File: src/rtl/fetch_ctrl.sv
// Fetch sequencer: owns the PC, keeps one I-cache request in flight and
// buffers returned instructions in a 2-entry FIFO toward decode.
module fetch_ctrl #(
    parameter int              ADDR     = 32,
    parameter int              INST     = 32,
    parameter logic [ADDR-1:0] RESET_PC = '0
) (
    input  logic            clk,
    input  logic            reset,
    output logic            ic_req,
    output logic [ADDR-1:0] ic_addr,
    input  logic            ic_ready,
    input  logic            ic_valid,
    input  logic [INST-1:0] ic_inst,
    input  logic            br_redirect,
    input  logic [ADDR-1:0] br_target,
    output logic            dec_valid,
    output logic [ADDR-1:0] dec_pc,
    output logic [INST-1:0] dec_inst,
    input  logic            dec_stall
);

    typedef enum logic [1:0] {S_IDLE, S_REQ, S_WAIT, S_DROP} state_t;

    localparam logic [ADDR-1:0] PC_STEP = ADDR'(INST / 8);

    state_t          state_q, state_d;
    logic [ADDR-1:0] pc_q, pc_d;
    logic [ADDR-1:0] req_pc_q, req_pc_d;
    logic            push;
    logic            pop;
    logic            req_ok;

    logic [ADDR-1:0] fifo_pc_q   [2];
    logic [INST-1:0] fifo_inst_q [2];
    logic            wr_ptr_q, rd_ptr_q;
    logic [1:0]      count_q;

    always_ff @(posedge clk or posedge reset) begin
        if (reset) begin
            state_q  <= S_IDLE;
            pc_q     <= RESET_PC;
            req_pc_q <= '0;
        end else begin
            state_q  <= state_d;
            pc_q     <= pc_d;
            req_pc_q <= req_pc_d;
        end
    end

    always_comb begin
        state_d  = state_q;
        pc_d     = pc_q;
        req_pc_d = req_pc_q;
        push     = 1'b0;
        req_ok   = 1'b0;
        case (state_q)
            S_IDLE: begin
                state_d = S_REQ;
                if (br_redirect) pc_d = br_target;
            end
            S_REQ: begin
                // Issue only with FIFO space so a returning response always fits.
                req_ok = (count_q != 2'd2) && !br_redirect;
                if (br_redirect) begin
                    pc_d = br_target;
                end else if (req_ok && ic_ready) begin
                    req_pc_d = pc_q;
                    pc_d     = pc_q + PC_STEP;
                    state_d  = S_WAIT;
                end
            end
            S_WAIT: begin
                if (br_redirect) begin
                    pc_d    = br_target;
                    state_d = ic_valid ? S_REQ : S_DROP;
                end else if (ic_valid) begin
                    push    = 1'b1;
                    state_d = S_REQ;
                end
            end
            S_DROP: begin
                if (br_redirect) pc_d = br_target;
                if (ic_valid) state_d = S_REQ;
            end
            default: state_d = S_IDLE;
        endcase
    end

    assign ic_req  = req_ok;
    assign ic_addr = pc_q;

    assign dec_valid = (count_q != 2'd0);
    assign dec_pc    = fifo_pc_q[rd_ptr_q];
    assign dec_inst  = fifo_inst_q[rd_ptr_q];
    assign pop       = dec_valid && !dec_stall;

    always_ff @(posedge clk or posedge reset) begin
        if (reset) begin
            for (int i = 0; i < 2; i++) begin
                fifo_pc_q[i]   <= '0;
                fifo_inst_q[i] <= '0;
            end
            wr_ptr_q <= 1'b0;
            rd_ptr_q <= 1'b0;
            count_q  <= 2'd0;
        end else if (br_redirect) begin
            wr_ptr_q <= 1'b0;
            rd_ptr_q <= 1'b0;
            count_q  <= 2'd0;
        end else begin
            if (push) begin
                fifo_pc_q[wr_ptr_q]   <= req_pc_q;
                fifo_inst_q[wr_ptr_q] <= ic_inst;
                wr_ptr_q              <= ~wr_ptr_q;
            end
            if (pop) rd_ptr_q <= ~rd_ptr_q;
            count_q <= count_q + 2'(push) - 2'(pop);
        end
    end

endmodule

File: config.mk
export PLATFORM = sky130hd
export DESIGN_NAME = fetch_ctrl
export DESIGN_NICKNAME = d
export VERILOG_FILES = /design/src/rtl/fetch_ctrl.sv
export SDC_FILE = /design/constraint.sdc
export NUM_CORES = 1
export LEC_CHECK = 0
export CAP_MARGIN = 20
export CORE_MARGIN = 5
export CORE_UTILIZATION = 40
export DETAILED_ROUTE_END_ITERATION = 8
export HOLD_SLACK_MARGIN = 0.02
export SETUP_SLACK_MARGIN = 0.02
export SYNTH_ARGS = -nofsm -noshare
export SYNTH_HDL_FRONTEND = slang
export SYNTH_SLANG_ARGS = --single-unit
File: constraint.sdc
create_clock -name clk -period 8.4 [get_ports clk]
set_input_delay 1.68 -clock clk [delete_from_list [all_inputs] [get_ports clk]]
set_output_delay 1.68 -clock clk [all_outputs]
set_load 0.005 [all_outputs]
# ---- Word-level counts from Yosys, hierarchy flattened
# Cells that the tools add are included.
dict set report word_totals {
  regBits 198
  out_inout_bits 98
  elab_cells 73
}
dict set report classes {
  addsub 3
  order_cmp 3
  eq_ne 8
  mux 29
  bitwise_logic 5
  reduce_logical 15
}
# operator count
set ops {}
lappend ops {{$mux 32} 10}
lappend ops {{$bwmux 64} 2}
lappend ops {{$pmux 32 s2} 1}
lappend ops {{$add 32x3->32 const B} 1}
lappend ops {{$demux 32 s1} 1}
lappend ops {{$mux 2} 6}
lappend ops {{$mux 1} 8}
lappend ops {{$pmux 2 s4} 1}
lappend ops {{$ne 2x2->1 const B} 3}
lappend ops {{$reduce_and 2->1} 3}
lappend ops {{$reduce_bool 2->1} 3}
lappend ops {{$eq 2x2->1 const B} 2}
lappend ops {{$ge 2x2->1 const B} 2}
lappend ops {{$logic_and 1x1->1} 4}
lappend ops {{$not 1->2} 2}
lappend ops {{$ne 3x3->1 const B} 1}
lappend ops {{$not 1->1} 3}
lappend ops {{$reduce_and 3->1} 1}
lappend ops {{$reduce_or 3->1} 1}
lappend ops {{$add 2x1->2} 1}
lappend ops {{$eq 2x1->1 const B} 1}
lappend ops {{$logic_not 1->1} 2}
lappend ops {{$logic_not 2->1} 1}
lappend ops {{$lt 2x1->1 const B} 1}
lappend ops {{other kinds (2)} 2}

# ---- Depth between registers and ports, before layout
# Gate-level depths: netlist (run 1).
dict set report depth {
  ltp_word 6
  mapped_depth 8
  ltp_nobuf 7
}

# ---- Worst setup path before layout (run 1)
# No wires, ideal clock.
dict set report synth_timing {
  path_type {input-to-output}
  from {input br_redirect}
  to {output ic_req}
  t_arrival_ns 2.644
  required_time_ns 6.720
  slack_ns 4.076
  cell_stages 5
  path_buffers 3
  path_cell_list {buf_2 -> or3b_1 -> buf_2 -> buf_2 -> a21oi_1}
}
dict set report synth_between {
  elab_chain_len 3
}
# element line_no
set synth_lines {}
lappend synth_lines {{start, declared} 15} ;# input logic br_redirect,
lappend synth_lines {{$logic_not 1->1} 64} ;# req_ok = (count_q != 2'd2) && !br_redirect;
lappend synth_lines {{$logic_and 1x1->1} 64}
lappend synth_lines {{$mux 1} 57} ;# case (state_q)
lappend synth_lines {{end, declared} 10} ;# output logic ic_req,
# Every way passes these cells.

# ---- Worst setup path after layout (run 1)
# Ends and elaborated chain as after synthesis.

==> flow_metrics.tcl, run 1 <==
set metrics [dict create \
    drv_cap 0 \
    synth_fp_nets 807 \
    post_cts_resized 0 \
    htree_levels 4 \
    die_h_microns 160 \
    async_flop_share_pct 100 \
    path_class "in2out" \
    ir_drop_v 0.000140 \
    grt_pass1_vias 6854 \
    fillCellCount 1906 \
    power_density_mw_per_mm2 295 \
    dp_hpwl_microns 14700 \
    core_area_sq_mm 0.0220 \
    drt_first_pass_iters 6 \
    drt_iter0_drc 377 \
    cts_sinks 198 \
    reg2reg_depth 5 \
    min_path_type "reg2reg" \
    post_synth_num_cell_types 60 \
    overflow 0 \
    max_slew_margin_pct 33.4 \
    multi_input_area_sq_mm 0.00378 \
    regArea_sq_mm 0.00496 \
    post-route-min-period_ns 5.49 \
    postCtsSetupBuffers 0 \
    critPathRequiredTime_ns 6.72 \
    internal_power_mw 2.33 \
    synthTopCellsByArea "dfrtp_1 (55%), mux2_2 (24%), nand2_1 (4.5%)" \
    portBuffers 167 \
    ys_seq_elements 198 \
    cts_tree "done" \
    cp_max_fo 30 \
    pwr-share-clk_pct 22.8 \
    power.leakage_nw 5.22 \
    ff2ff_setup_slack_ns 5.71 \
    grt_pass1_wl_microns 36700 \
    synth_edf_count 0 \
    clk_latency_ns 0.43 \
    yosys_most_used_dff "dfrtp_1" \
    viasPerCell 5.30 \
    crit_path_end_kind "output pin" \
    power.total_mw 3.37 \
    cts_hold_buffers 0 \
    holdPathEnd "req_pc_q[10]" \
    drv_slew 0 \
    tightest_slew_ns 0.999 \
    finalNetCount 957 \
    fin_crit_sh_pct 65.4 \
    synth.yosys.seq_area_share_pct 55.2 \
    tns_ns 0 \
    diodes 0 \
    finClkSkew_ns 0.0121 \
    cts_max_path_buffers 2 \
    syn2layout_area_growth_pct 27.4 \
    wirelength_microns 21800 \
    status "finished clean" \
    syn-cell-area_sq_mm 0.00897 \
    drive_gt1_share_pct 28.4 \
    rr_endpoint "fifo_pc_q[55]" \
    hold_start "req_pc_q[10]" \
    rows 54 \
    grt_setup_unrepaired "no" \
    min_path_cells 2 \
    cts_buffers 17 \
    switching_power_mw 1.05 \
    gp_congestion 0.844 \
    cts_root_buffer "clkbuf_16" \
    grtUsageTotal_pct 17.6 \
    cts.clk_slew.worst_paths_ns 0.07 \
    synthCells 734 \
    max_freq_mhz 182 \
    wl_per_cell_microns 18.5 \
    start_util_pct 40.8 \
    pin_count 168 \
    ys_warn_count 0 \
    avgSynthCellArea_sq_um 12.2 \
    comb_power_share_pct 35.0 \
    rr_startpoint "state_q[1]" \
    yosys.area.top_type_share_pct 55.2 \
    vias 6236 \
    p_seq_share_pct 42.2 \
    grt_max_degree 137 \
    ant_nets 0 \
    die_w_microns 160 \
    cp-start-kind "primary input" \
    die_area_sq_mm 0.0255 \
    antenna_found_initial 0 \
    finalSetupViolCount 0 \
    route.detailed.drc 0 \
    arrival_ns 3.81 \
    hold_viol_final 0 \
    sw_frac_of_total_pct 31.0 \
    yosysTopAreaCell "dfrtp_1" \
]
## final cells by class
| type | instances | area share, % |
|---|---|---|
| clock buffers | 19 | 3.88 |
| repair buffers | 175 | 15.2 |
| well taps | 280 | 3.07 |
| clock inverters | 13 | 0.997 |
| inverters | 11 | 0.427 |
| flip-flops and latches | 198 | 43.4 |
| multi-input cells | 481 | 33.1 |
## cells by family after synthesis
kind of cell	Yosys count	share of synthesized area, %
multiplexers	195	24.5
adder cells (fa/ha/maj)	3	0.419
XOR/XNOR	7	0.684
AND/OR/NAND/NOR	197	10.4
AO/OA/AOI/OAI	79	5.86
flip-flops	198	55.2
buffers and inverters	55	2.92
## power groups by stage
| stage | Sequential (mW) | Combinational, mW | Clock (mW) |
|---|---|---|---|
| finish | 1.42 | 1.18 | 0.770 |
| global route | 1.46 | 1.30 | 0.838 |
| detailed placement | 1.44 | 1.20 | 0 |
| floorplan | 1.36 | 0.652 | 0 |
| CTS | 1.42 | 1.20 | 0.795 |
| global placement | 1.42 | 1.18 | 0 |
## stage by stage
step | utilization, % | hold WS [ns] | cells | setup slack, ns | area (sq um)
global placement | 49.5 | 0.474 | 1145 | 2.86 | 10900
floorplan | - | 0.458 | 734 | 1.32 | 8970
global route | 52.0 | 0.519 | 1177 | 2.80 | 11400
detailed placement | 49.5 | 0.483 | 1145 | 2.88 | 10900
finish | 52.0 | 0.497 | 1177 | 2.91 | 11400
CTS | 52.0 | 0.501 | 1177 | 2.88 | 11400
## how the worst max path moves through the flow
stage | endpoint | slack (ns) | start | cells after the start
floorplan | count_q[0] | 1.32 | reset | 1
global placement | ic_req | 2.86 | br_redirect | 5
detailed placement | ic_req | 2.88 | br_redirect | 5
CTS | ic_req | 2.88 | br_redirect | 5
global route | ic_req | 2.80 | br_redirect | 5
finish | ic_req | 2.91 | br_redirect | 5
## cell usage in the layout, fill, tap and decap left out, drive strengths merged, types with 2 or more instances in the layout
cell type / Yosys / layout
xnor2: 4 / 4
nor2: 27 / 27
clkdlybuf4s50: 0 / 167
o21ai: 17 / 17
and2: 2 / 2
o32ai: 3 / 3
nand3: 18 / 18
o22ai: 8 / 8
xor2: 3 / 3
a2bb2oi: 3 / 3
clkbuf: 17 / 19
a31oi: 4 / 4
nand4: 6 / 6
or3: 2 / 2
o2bb2a: 2 / 2
clkinv: 0 / 5
and3: 4 / 4
nand2: 108 / 108
nor4: 3 / 3
nor3: 11 / 11
nor2b: 3 / 3
a211oi: 2 / 2
dfrtp: 198 / 198
and4: 4 / 4
inv: 11 / 18
ha: 3 / 3
or2: 3 / 3
a222oi: 2 / 2
mux2: 194 / 194
a221oi: 2 / 2
a21oi: 26 / 26
a311oi: 2 / 2
buf: 27 / 8
## per-layer routing
layer | wire [microns] | GRT usage (%) | vias up
met4 | 355 | 5.01 | 0
met1 | 9770 | 23.5 | 3128
met2 | 10400 | 28.7 | 202
met3 | 1260 | 4.36 | 20
li1 | - | - | 2886
met5 | 0 | 0 | -
## flip-flops by register name, summed over array words and instances, names as in the netlist
register / flops
fifo_inst_q: 64
req_pc_q: 32
count_q: 2
wr_ptr_q: 1
ic_addr: 32
fifo_pc_q: 64
state_q: 2
rd_ptr_q: 1
## critical path, cell delays in order
cell and delay (ns):
clkdlybuf4s50_1 0.39, buf_4 0.24, or3b_1 0.69, a21oi_1 0.26
clkdlybuf4s50_1 0.54
## synthesized netlist by cell type, types with 5 or more instances
| master | instances |
|---|---|
| nor3_1 | 10 |
| inv_1 | 11 |
| o21ai_0 | 17 |
| buf_2 | 17 |
| o22ai_1 | 7 |
| clkbuf_1 | 17 |
| a21oi_1 | 25 |
| buf_4 | 7 |
| nand2_1 | 107 |
| nor2_1 | 26 |
| nand4_1 | 5 |
| nand3_1 | 17 |
| dfrtp_1 | 198 |
| mux2_2 | 194 |
Power figures use the tool's default switching activity.
==> run 2: changes to the inputs <==
--- a/config.mk
+++ b/config.mk
@@ -10,6 +10,7 @@
 export CORE_UTILIZATION = 40
 export DETAILED_ROUTE_END_ITERATION = 8
 export HOLD_SLACK_MARGIN = 0.02
+export PLACE_DENSITY = 0.66
 export SETUP_SLACK_MARGIN = 0.02
 export SYNTH_ARGS = -nofsm -noshare
 export SYNTH_HDL_FRONTEND = slang
==> constraint.sdc (replaced) <==
create_clock -name clk -period 4.5 [get_ports clk]
set_input_delay 0.9 -clock clk [delete_from_list [all_inputs] [get_ports clk]]
set_output_delay 0.9 -clock clk [all_outputs]
set_load 0.005 [all_outputs]
==> run 2 against run 1 <==
Effect of this change: count of clock-buffer cells in the layout is 2 lower; worst hold slack improved by 0.0026 ns; die area did not move; cell count about the same; critical endpoint unchanged; largest cell class unchanged; largest power group unchanged.
==> flow_metrics.tcl, run 2 (synthesized netlist as in run 1, its figures left out) <==
set metrics [dict create \
    status "finished clean" \
    power.leakage_nw 5.25 \
    fin_util_pct 52.4 \
    clk_latency_ns 0.43 \
    path_class "in2out" \
    finClkSkew_ns 0.0164 \
    path_delay_family "buffers and inverters" \
    antenna_found_initial 0 \
    layout.cells.most_common "dfrtp_1" \
    gp_congestion 0.776 \
    fillCellCount 1970 \
    power.total_mw 6.36 \
    whs_ns 0.500 \
    finalSetupViolCount 0 \
    dp.cells 1147 \
    syn2layout_area_growth_pct 28.2 \
    critPathRequiredTime_ns 3.60 \
    post_cts_resized 0 \
    portBuffers 167 \
    die_w_microns 160 \
    diodes 0 \
    grt_setup_unrepaired "no" \
    finalInstanceArea_sq_mm 0.0115 \
    die_area_sq_mm 0.0255 \
    tns_ns 0 \
    start_util_pct 40.8 \
    ant_nets 0 \
    cts_max_path_buffers 2 \
    reg.largest.list "fifo_inst_q: 64 flops, fifo_pc_q: 64 flops" \
    pin_count 168 \
    arrival_ns 2.76 \
    die_h_microns 160 \
    tightest_slew_ns 0.977 \
    grt_pass1_wl_microns 35300 \
    worst_slack_ns 0.842 \
    ff2ff_setup_slack_ns 2.27 \
    instances_no_fill 1178 \
    viasPerCell 5.21 \
    cts_hold_buffers 0 \
    drt_first_pass_iters 4 \
    cts_sinks 198 \
    grt_pass1_vias 6467 \
    max_freq_mhz 273 \
    wirelength_microns 21000 \
    fin_crit_sh_pct 81.3 \
    cp_max_fo 17 \
    drive_gt1_share_pct 28.7 \
    core_area_sq_mm 0.0220 \
    post-route-min-period_ns 3.66 \
    multi_input_area_sq_mm 0.00378 \
    place_ws_ns 0.829 \
    rows 54 \
    ir_drop_v 0.000252 \
    crit_path_end_kind "output pin" \
    path_buf_inv 2 \
    path_common_cell "clkdlybuf4s50_1" \
    overflow 0 \
    regArea_sq_mm 0.00496 \
    cts_root_buffer "clkbuf_16" \
    drv_slew 0 \
    cts.clk_slew.worst_paths_ns 0.07 \
    finalNetCount 959 \
    max_slew_margin_pct 34.9 \
    dp_hpwl_microns 14000 \
    cp-start-kind "primary input" \
    dpl_cell_area_sq_mm 0.0109 \
    crit_slowest_cell "or3b_1" \
    drt_iter0_drc 419 \
    power_density_mw_per_mm2 553 \
    drv_cap 0 \
    grt_max_degree 78 \
    postCtsSetupBuffers 0 \
    route.detailed.drc 0 \
    hold_viol_final 0 \
    cts_buffers 17 \
    wl_per_cell_microns 17.8 \
    grtUsageTotal_pct 17.0 \
    min_path_type "reg2reg" \
    cts_tree "done" \
    htree_levels 4 \
    vias 6139 \
    crit_chain "clkdlybuf4s50_1 > or3b_1 > a21oi_1 > clkdlybuf4s50_1" \
    final_cell_mix "dfrtp_1 (197), mux2_2 (194), clkdlybuf4s50_1 (167), nand2_1 (106), nor2_1 (26)" \
    slowest_delay_ns 0.68 \
]
## run 2: worst reg2reg max path: stages, from the launching register on
cell and delay (ns):
dfrtp_1 0.52, ha_1 0.25, nand3_1 0.21, or3_4 0.43
nor4_1 0.49, a222oi_1 0.18
## run 2: final cells by class
cell class | count | area share (%)
Sequential cell | 198 | 43.1
Tap cell | 280 | 3.05
Timing Repair Buffer | 177 | 15.5
Clock buffer | 17 | 3.70
Multi-Input combinational cell | 481 | 32.9
Inverter | 11 | 0.392
Clock inverter | 14 | 1.33
## run 2: routing by layer
| layer | global-route usage [%] | wire, microns |
|---|---|---|
| met4 | 3.55 | 159 |
| met5 | 0 | 0 |
| met2 | 26.4 | 9500 |
| met3 | 4.20 | 1280 |
| met1 | 24.3 | 10000 |
## run 2: worst paths after layout
path / startpoint / endpoint / depth (start not counted)
setup / recovery: br_redirect / ic_req / 4
hold / removal: req_pc_q[31] / req_pc_q[31] / 2
setup reg to reg: ic_addr[2] / ic_addr[28] / 5
hold reg to reg: req_pc_q[31] / req_pc_q[31] / 2
max in group asynchronous: reset / fifo_inst_q[33] / 3
min in group asynchronous: reset / fifo_inst_q[60] / 2
## run 2: power by group
part / internal, mW / switching, mW / leakage, nW / total, mW
combinational: 1.35 / 0.749 / 2.40 / 2.10
clock: 0.790 / 0.727 / 0.284 / 1.52
sequential: 2.25 / 0.492 / 2.57 / 2.75
total: 4.39 / 1.97 / 5.25 / 6.36
==> run 3: changes to the inputs <==
--- a/config.mk
+++ b/config.mk
@@ -10,7 +10,6 @@
 export CORE_UTILIZATION = 40
 export DETAILED_ROUTE_END_ITERATION = 8
 export HOLD_SLACK_MARGIN = 0.02
-export PLACE_DENSITY = 0.66
 export SETUP_SLACK_MARGIN = 0.02
 export SYNTH_ARGS = -nofsm -noshare
 export SYNTH_HDL_FRONTEND = slang
==> constraint.sdc (replaced) <==
create_clock -name clk -period 3.4 [get_ports clk]
set_input_delay 0.68 -clock clk [delete_from_list [all_inputs] [get_ports clk]]
set_output_delay 0.68 -clock clk [all_outputs]
set_load 0.005 [all_outputs]
==> run 3 against run 2 <==
Effect of this change: utilization increased by 0.35 points; non-clock buffer count is 5 higher; worst hold slack worse by 0.0034 ns; global-route usage grew 0.79 points; sequential share of layout area fell by 0.29 points; largest cell class unchanged.
==> flow_metrics.tcl, run 3 (synthesized netlist as in run 1, its figures left out) <==
set metrics [dict create \
    cp-start-kind "register" \
    grt_setup_unrepaired "no" \
    internal_power_mw 5.76 \
    grt_pass1_wl_microns 37100 \
    overflow 0 \
    cts_max_path_buffers 2 \
    postCtsSetupBuffers 0 \
    cts_tree "done" \
    tns_ns 0 \
    ir_drop_v 0.000381 \
    drive_gt1_share_pct 29.1 \
    finalNetCount 964 \
    path_delay_family "buffers and inverters" \
    viasPerCell 5.34 \
    post_cts_resized 0 \
    pwr-share-clk_pct 22.8 \
    htree_levels 4 \
    post-route-min-period_ns 3.06 \
    die_w_microns 160 \
    p_seq_share_pct 42.6 \
    crit_path_end_kind "output pin" \
    power.total_mw 8.40 \
    tightest_slew_ns 0.679 \
    drt_first_pass_iters 5 \
    syn2layout_area_growth_pct 29.1 \
    clk_latency_ns 0.43 \
    antenna_found_initial 0 \
    layout.cells.most_common "dfrtp_1" \
    cts_sinks 198 \
    rows 54 \
    dp_hpwl_microns 15600 \
    ant_nets 0 \
    drt_iter0_drc 313 \
    finalInstanceArea_sq_mm 0.0116 \
    final_cell_mix "dfrtp_1 (197), mux2_2 (194), clkdlybuf4s50_1 (167), nand2_1 (106), nor2_1 (26)" \
    diodes 0 \
    status "finished clean" \
    cts_root_buffer "clkbuf_16" \
    core_area_sq_mm 0.0220 \
    gp_congestion 0.864 \
    max_slew_margin_pct 54.6 \
    whs_ns 0.496 \
    wl_per_cell_microns 18.7 \
    max_freq_mhz 327 \
    route.detailed.drc 0 \
    grt_max_degree 63 \
    dpl_cell_area_sq_mm 0.0110 \
    power.leakage_nw 5.28 \
    grt_pass1_vias 6923 \
    slowest_delay_ns 0.73 \
    instances_no_fill 1183 \
    grtUsageTotal_pct 17.8 \
    hold_viol_final 0 \
    power_density_mw_per_mm2 725 \
    comb_power_share_pct 34.6 \
    cts.clk_slew.worst_paths_ns 0.07 \
    portBuffers 167 \
    die_area_sq_mm 0.0255 \
    die_h_microns 160 \
    finalSetupViolCount 0 \
    sw_frac_of_total_pct 31.4 \
    crit_slowest_cell "dfrtp_4" \
    path_buf_inv 2 \
    drv_cap 0 \
    finClkSkew_ns 0.0138 \
    cp_max_fo 32 \
    cts_buffers 17 \
    wirelength_microns 22100 \
    pin_count 168 \
    vias 6318 \
    critPathRequiredTime_ns 2.72 \
    drv_slew 0 \
    switching_power_mw 2.64 \
    crit_chain "buf_4 > mux2_2 > clkdlybuf4s50_1" \
    dp.cells 1152 \
    min_path_type "reg2reg" \
    cts_hold_buffers 0 \
    reg.largest.list "fifo_inst_q: 64 flops, fifo_pc_q: 64 flops" \
    start_util_pct 40.8 \
    fin_crit_sh_pct 90.0 \
    path_class "reg2out" \
    arrival_ns 2.38 \
]
## run 3: cell types whose count changed in the layout (fill, tap and decap cells not counted)
cell / delta
inv_6: -1
buf_12: +5
clkinvlp_4: +1
bufinv_16: -1
clkinv_4: +1
## run 3: routing by layer
layer	vias to the layer above	GRT usage (%)	wire length (microns)	part of all wire (%)
li1	2916	-	-	-
met1	3185	23.9	9890	45
met2	205	29.5	10800	49
met3	12	3.97	1270	5.7
met4	0	4.30	186	0.84
met5	-	0	0	0
## run 3: final cells by class
type,instances,area [sq um]
fill,1915,10400
sequential,198,4960
multi-input combinational,481,3780
timing repair buffer,182,1880
clock buffer,17,425
tap,280,350
clock inverter,14,130
inverter,11,45.0
## run 3: worst paths after layout
kind                         startpoint         endpoint  slack, ns  cells past startpoint
min reg2reg                req_pc_q[18]     req_pc_q[18]       0.50                      2
min                        req_pc_q[18]     req_pc_q[18]       0.50                      2
min in group asynchronous         reset  fifo_inst_q[58]       0.70                      2
max                            rd_ptr_q       dec_pc[13]       0.34                      3
max in group asynchronous         reset  fifo_inst_q[33]       1.96                      3
max reg2reg                  ic_addr[2]      ic_addr[28]       1.19                      6
## run 3: metrics by stage
stage                     util [%]  setup slack [ns]
after detailed placement      50.2             0.378
after global routing          52.7             0.214
after CTS                     52.7             0.284
after floorplan                  -             0.160
final                         52.7             0.341
after global placement        50.2             0.429
## run 3: power groups by stage
stage               Combinational (mW)  Sequential (mW)  Clock (mW)
floorplan                         1.61             3.36           0
global placement                  2.89             3.60           0
detailed placement                2.94             3.64           0
CTS                               2.96             3.59        1.98
global route                      3.18             3.69        2.08
finish                            2.91             3.58        1.91
## run 3: tightest hold or removal path, cell delays in order (launching register included)
cell,delay [ns]
dfrtp_1,0.36
nand2_1,0.05
nand2_1,0.05
